==> config.mk <==
export PLATFORM = sky130hd
export DESIGN_NAME = hamming_window_mul_pipe
export DESIGN_NICKNAME = d
export VERILOG_FILES = /design/src/rtl/hamming_window_mul_pipe.sv
export SDC_FILE = /design/constraint.sdc
export NUM_CORES = 1
export LEC_CHECK = 0
export ABC_AREA = 1
export ABC_CLOCK_PERIOD_IN_PS = 17600
export BUFFER_PORTS_ARGS = -buffer_cell sky130_fd_sc_hd__buf_2
export CAP_MARGIN = 20
export CELL_PAD_IN_SITES_DETAIL_PLACEMENT = 0
export CELL_PAD_IN_SITES_GLOBAL_PLACEMENT = 1
export CORE_MARGIN = 2
export CORE_UTILIZATION = 53
export DETAILED_ROUTE_END_ITERATION = 6
export PLACE_DENSITY_LB_ADDON = 0.1
export SYNTH_ARGS = -nofsm -noshare
export SYNTH_HDL_FRONTEND = slang
export SYNTH_SLANG_ARGS = --single-unit
==> constraint.sdc <==
create_clock -name clk -period 17.6 [get_ports clk]
set_input_delay 2.64 -clock clk [delete_from_list [all_inputs] [get_ports clk]]
set_output_delay 2.64 -clock clk [all_outputs]
set_load 0.02 [all_outputs]
==> src/rtl/hamming_window_mul_pipe.sv <==
// Pipelined scaled multiplier: extend, multiply, round, shift, saturate.
// Ports: clk, reset, ce, din_valid, din0, din1 -> dout_valid, dout, ovf; clr_ovf.
module hamming_window_mul_pipe #(
  parameter int DIN0_WIDTH  = 14,
  parameter int DIN1_WIDTH  = 16,
  parameter int DIN0_SIGNED = 0,
  parameter int DIN1_SIGNED = 1,
  parameter int NUM_STAGE   = 3,
  parameter int SHIFT       = 14,
  parameter int ROUND       = 1,
  parameter int SAT         = 1,
  parameter int DOUT_WIDTH  = 16
) (
  input  logic                         clk,
  input  logic                         reset,
  input  logic                         ce,
  input  logic                         din_valid,
  input  logic [DIN0_WIDTH-1:0]        din0,
  input  logic [DIN1_WIDTH-1:0]        din1,
  output logic                         dout_valid,
  output logic signed [DOUT_WIDTH-1:0] dout,
  output logic                         ovf,
  input  logic                         clr_ovf
);

  localparam int PW  = DIN0_WIDTH + DIN1_WIDTH + 2;
  localparam int EW  = (PW + 1 > DOUT_WIDTH + 1) ?
                       PW + 1 : DOUT_WIDTH + 1;
  localparam int RSH = (SHIFT > 0) ? SHIFT - 1 : 0;

  localparam logic signed [EW-1:0] ONE  = EW'(1);
  localparam logic signed [EW-1:0] RADD =
    (ROUND != 0 && SHIFT > 0) ? (ONE << RSH) : '0;
  localparam logic signed [EW-1:0] MAXV =
    (ONE << (DOUT_WIDTH - 1)) - ONE;
  localparam logic signed [EW-1:0] MINV =
    -(ONE << (DOUT_WIDTH - 1));

  function automatic logic signed [DIN0_WIDTH:0] ext0(
    input logic [DIN0_WIDTH-1:0] v
  );
    ext0 = (DIN0_SIGNED != 0) ? {v[DIN0_WIDTH-1], v} : {1'b0, v};
  endfunction

  function automatic logic signed [DIN1_WIDTH:0] ext1(
    input logic [DIN1_WIDTH-1:0] v
  );
    ext1 = (DIN1_SIGNED != 0) ? {v[DIN1_WIDTH-1], v} : {1'b0, v};
  endfunction

  function automatic logic signed [PW-1:0] mul(
    input logic signed [DIN0_WIDTH:0] a,
    input logic signed [DIN1_WIDTH:0] b
  );
    mul = a * b;
  endfunction

  logic signed [PW-1:0] fin_prod;
  logic                 fin_vld;

  // Stage 1 registers the extended operands, the multiply lands in
  // stage 2, extra stages delay the product, and the last stage
  // does round/shift/saturate into the output registers.
  generate
    if (NUM_STAGE == 1) begin : g_s1
      assign fin_prod = mul(ext0(din0), ext1(din1));
      assign fin_vld  = din_valid;
    end else begin : g_sn
      logic signed [DIN0_WIDTH:0] a0_q;
      logic signed [DIN1_WIDTH:0] a1_q;
      logic                       v1_q;

      always_ff @(posedge clk) begin
        if (reset) begin
          v1_q <= 1'b0;
        end else if (ce) begin
          v1_q <= din_valid;
        end
      end

      always_ff @(posedge clk) begin
        if (ce) begin
          a0_q <= ext0(din0);
          a1_q <= ext1(din1);
        end
      end

      if (NUM_STAGE == 2) begin : g_s2
        assign fin_prod = mul(a0_q, a1_q);
        assign fin_vld  = v1_q;
      end else begin : g_s3
        localparam int ND = NUM_STAGE - 2;
        logic signed [PW-1:0] p_q [ND];
        logic [ND-1:0]        pv_q;

        always_ff @(posedge clk) begin
          if (reset) begin
            pv_q <= '0;
          end else if (ce) begin
            pv_q[0] <= v1_q;
            for (int i = 1; i < ND; i++) begin
              pv_q[i] <= pv_q[i-1];
            end
          end
        end

        always_ff @(posedge clk) begin
          if (ce) begin
            p_q[0] <= mul(a0_q, a1_q);
            for (int i = 1; i < ND; i++) begin
              p_q[i] <= p_q[i-1];
            end
          end
        end

        assign fin_prod = p_q[ND-1];
        assign fin_vld  = pv_q[ND-1];
      end
    end
  endgenerate

  logic signed [EW-1:0]         pe;
  logic signed [EW-1:0]         rnd;
  logic signed [EW-1:0]         shv;
  logic                         hi_c;
  logic                         lo_c;
  logic                         ovf_c;
  logic signed [DOUT_WIDTH-1:0] res;

  always_comb begin
    pe    = {{(EW-PW){fin_prod[PW-1]}}, fin_prod};
    rnd   = pe + RADD;
    shv   = rnd >>> SHIFT;
    hi_c  = shv > MAXV;
    lo_c  = shv < MINV;
    ovf_c = hi_c || lo_c;
    res   = shv[DOUT_WIDTH-1:0];
    if (SAT != 0 && hi_c) begin
      res = MAXV[DOUT_WIDTH-1:0];
    end else if (SAT != 0 && lo_c) begin
      res = MINV[DOUT_WIDTH-1:0];
    end
  end

  logic                         dv_q;
  logic signed [DOUT_WIDTH-1:0] dout_q;
  logic                         ovf_q;
  logic                         ovf_d;

  // Sticky flag: a new overflow beats a same-cycle clear.
  always_comb begin
    ovf_d = ovf_q;
    if (ce && fin_vld && ovf_c) begin
      ovf_d = 1'b1;
    end else if (clr_ovf) begin
      ovf_d = 1'b0;
    end
  end

  always_ff @(posedge clk) begin
    if (reset) begin
      dv_q   <= 1'b0;
      dout_q <= '0;
      ovf_q  <= 1'b0;
    end else begin
      ovf_q <= ovf_d;
      if (ce) begin
        dv_q <= fin_vld;
        if (fin_vld) begin
          dout_q <= res;
        end
      end
    end
  end

  assign dout_valid = dv_q;
  assign dout       = dout_q;
  assign ovf        = ovf_q;

endmodule

==> summary.md <==
| Metric | Value |
|---|---|
| Setup Skew | `0.0159 ns` |
| Prevailing post-synth register cell | `edfxtp_1` |
| Setup tns final | `0 ns` |
| Largest net degree at the start of global routing | `35` |
| Worst-path clk slew | `0.08 ns` |
| Antenna fix cells | `0` |
| Worst relative slew slack | `0.487` |
| RSZ-0062 raised after global routing | `false` |
| Syn nets | `1,799` |
| Count leader, synth | `inv_1` |
| Mean area per synthesized cell | `7.99 sq um` |
| GP Congestion | `0.906` |
| Cells after Synth | `1,474` |
| CP max FO | `15` |
| Critical Path Slowest Stage Cell | `fa_1` |
| Slowest Stage Delay on Critical Path | `0.80 ns` |
| Total Nets Final | `1,816` |
| TritonCTS clock tree | `built` |
| CP Launch Type | `flip-flop` |
| Routed vias | `8,720` |
| Num CTS Buffers | `9` |
| Req. time, crit path | `17.70 ns` |
| Placeable Area | `21,800 sq um` |
| Grt ovf | `0` |
| Fillers | `2,081` |
| CP Cell Sequence | `nand2_1 > fa_1 > fa_1 > inv_1 > fa_1 > fa_1 > inv_1 > fa_1 > inv_1 > fa_1 > ha_1 > inv_1 > nor3_1 > inv_1 > nor2_1 > inv_1 > nor2_1 > nor2_1 > nand3_1 > nand2_1` |
| Initial antenna violation count | `0` |
| Largest family of logic cells by synthesized area | `adder cells` |
| # hold bufs at CTS | `0` |
| Final Hold Fails | `0` |
| Die Width | `153 um` |
| Maximum clock insertion buffer count | `2` |
| Cell taking the most area after synthesis | `fa_1` |
| Simple-Gate Fraction of Synth Area | `0.179` |
| CP Class | `flip-flop to flip-flop` |
| DP Worst Slack | `11.51 ns` |
| Max cap viols | `0` |
| Xor/xnor share of the synthesized area | `0.0238` |
| Number of H-tree levels | `3` |
| Fmax achieved | `0.162 GHz` |
| Vias/cell | `4.91` |
| Hold Crit Class | `flip-flop to flip-flop` |
| Root Driver | `clkbuf_16` |
| Post-synthesis compound-gate area fraction | `0.0382` |
| Setup Fix Bufs, Post-CTS | `0` |
| DPL Wire Length | `22.4 mm` |
| CP arrival | `6.26 ns` |
| Reg area | `1840 sq um` |
| Row count | `54` |
| Final wirelength | `27.2 mm` |
| Final Max Tran Viols | `0` |
| Post_cts resized | `0` |
| CTS sink cnt | `68` |
| Endpoint class of the critical path | `flip-flop` |
| Iteration-0 DRC count of the detailed router | `391` |
| FFs w/ async S/R, synth | `0` |
| Synth cell types | `36` |
| Share of layout cells above drive strength 1 | `0.0582` |
| Post-synth EDFFs | `48` |
| P&R area growth vs syn | `6.17%` |
| Mapped Area | `11,800 sq um` |
| Synthesis warning total | `0` |
| Die Area | `23,400 sq um` |
| Die height | `153 um` |
| 1st-pass router iterations | `7` |
| Adder-cell share of the synthesized area | `0.447` |
| First-pass GRT wire length | `47.0 mm` |
| Final setup violating endpoints | `0` |
| Period utilisation layout | `0.350` |
| Final worst slack | `11.44 ns` |
| Ports | `53` |
| Worst-Skew Late Latency | `0.36 ns` |
| Gr usage total | `0.252` |
| Area of the multi-input gates | `8100 sq um` |
| Vias in the first global route | `9,392` |
| Slew @ Worst Pin | `0.769 ns` |
| Post-synthesis mux area share | `0` |
| Status | `finished clean` |
| Sequential share of the synthesized area | `0.156` |
| Seq cells post-synth | `68` |
| Area fraction of the dominant cell type after synthesis | `0.369` |
| Clock period minus worst slack | `6.16 ns` |
| Routed Antenna Nets | `0` |
| Drc violations | `0` |
| Top post-synthesis cells by area | `fa_1 (37%), inv_1 (14%), edfxtp_1 (12%)` |
| Synth top cells by count | `inv_1 (435), nand2_1 (363), fa_1 (217)` |
| I/O Buffers | `52` |
| Starting Density | `0.540` |
| Wire per inst | `15.3 um` |
[flip-flops by register name (all words and copies together), names as in the netlist]
name and cells:
g_sn.a0_q 14, ovf 1, fin_vld 1, dout_valid 1, g_sn.v1_q 1, g_sn.a1_q 16, dout 16, g_sn.g_s3.p_q 18
[cell families after synthesis]
group           after synthesis
simple gates                519
buf+inv                     484
fa+ha+maj                   290
compound gates               81
flops                        68
xor+xnor                     32
[stage by stage]
stage,instance area [sq um],std cells,utilization,hold WS [ns]
6_report,12500,1776,0.573,0.463
5_1_grt,12500,1776,0.573,0.482
4_1_cts,12500,1776,0.573,0.462
3_5_place_dp,12200,1760,0.559,0.451
3_3_place_gp,12200,1760,0.559,0.453
2_1_floorplan,11800,1474,-,0.439
[final timing paths]
kind                     start                    to  slack [ns]  depth (start not counted)
setup / recovery  g_sn.a0_q[0]  g_sn.g_s3.p_q[0][29]       11.44                         20
hold / removal        dout[15]              dout[15]        0.46                          2
setup reg to reg  g_sn.a0_q[0]  g_sn.g_s3.p_q[0][29]       11.44                         20
hold reg to reg       dout[15]              dout[15]        0.46                          2
[cells in the final DEF (no fill, tap or decap), types with 10 or more instances in the layout]
cell type | Yosys | layout
edfxtp_1 | 48 | 48
nor2_1 | 87 | 87
ha_1 | 73 | 73
nand2_1 | 363 | 363
xor2_1 | 21 | 21
a21oi_1 | 39 | 39
fa_1 | 217 | 217
nand3_1 | 32 | 32
clkbuf_16 | 0 | 10
xnor2_1 | 11 | 11
inv_1 | 435 | 435
dfxtp_1 | 20 | 20
o21ai_0 | 14 | 14
buf_2 | 0 | 52
nand4_1 | 12 | 12
[worst max-delay path: cells and delay by family (launching register included)]
family,cells,cell delay (ns)
buf+inv,6,0.50
flops,1,0.72
fa+ha+maj,7,3.86
simple gates,7,0.84
[layer usage]
| metal | wire length [um] | share of wire | track usage | vias to the layer above |
|---|---|---|---|---|
| li1 | - | - | - | 4276 |
| met1 | 12000 | 0.44 | 0.336 | 4245 |
| met2 | 13800 | 0.51 | 0.453 | 184 |
| met3 | 1140 | 0.042 | 0.0284 | 15 |
| met4 | 260 | 0.0096 | 0.0419 | 0 |
| met5 | 0 | 0 | 0 | - |
[area by class of cell]
type | instances | share of cell area
flip-flops and latches | 68 | 0.147
clock buffers | 10 | 0.0200
multi-input cells | 922 | 0.648
repair buffers | 54 | 0.0220
inverters | 436 | 0.131
clock inverters | 6 | 0.00400
well taps | 280 | 0.0280
Power is left out: the tool's default activity adds up to more than one toggle a clock period on the data nets, which glitch-free logic cannot reach.
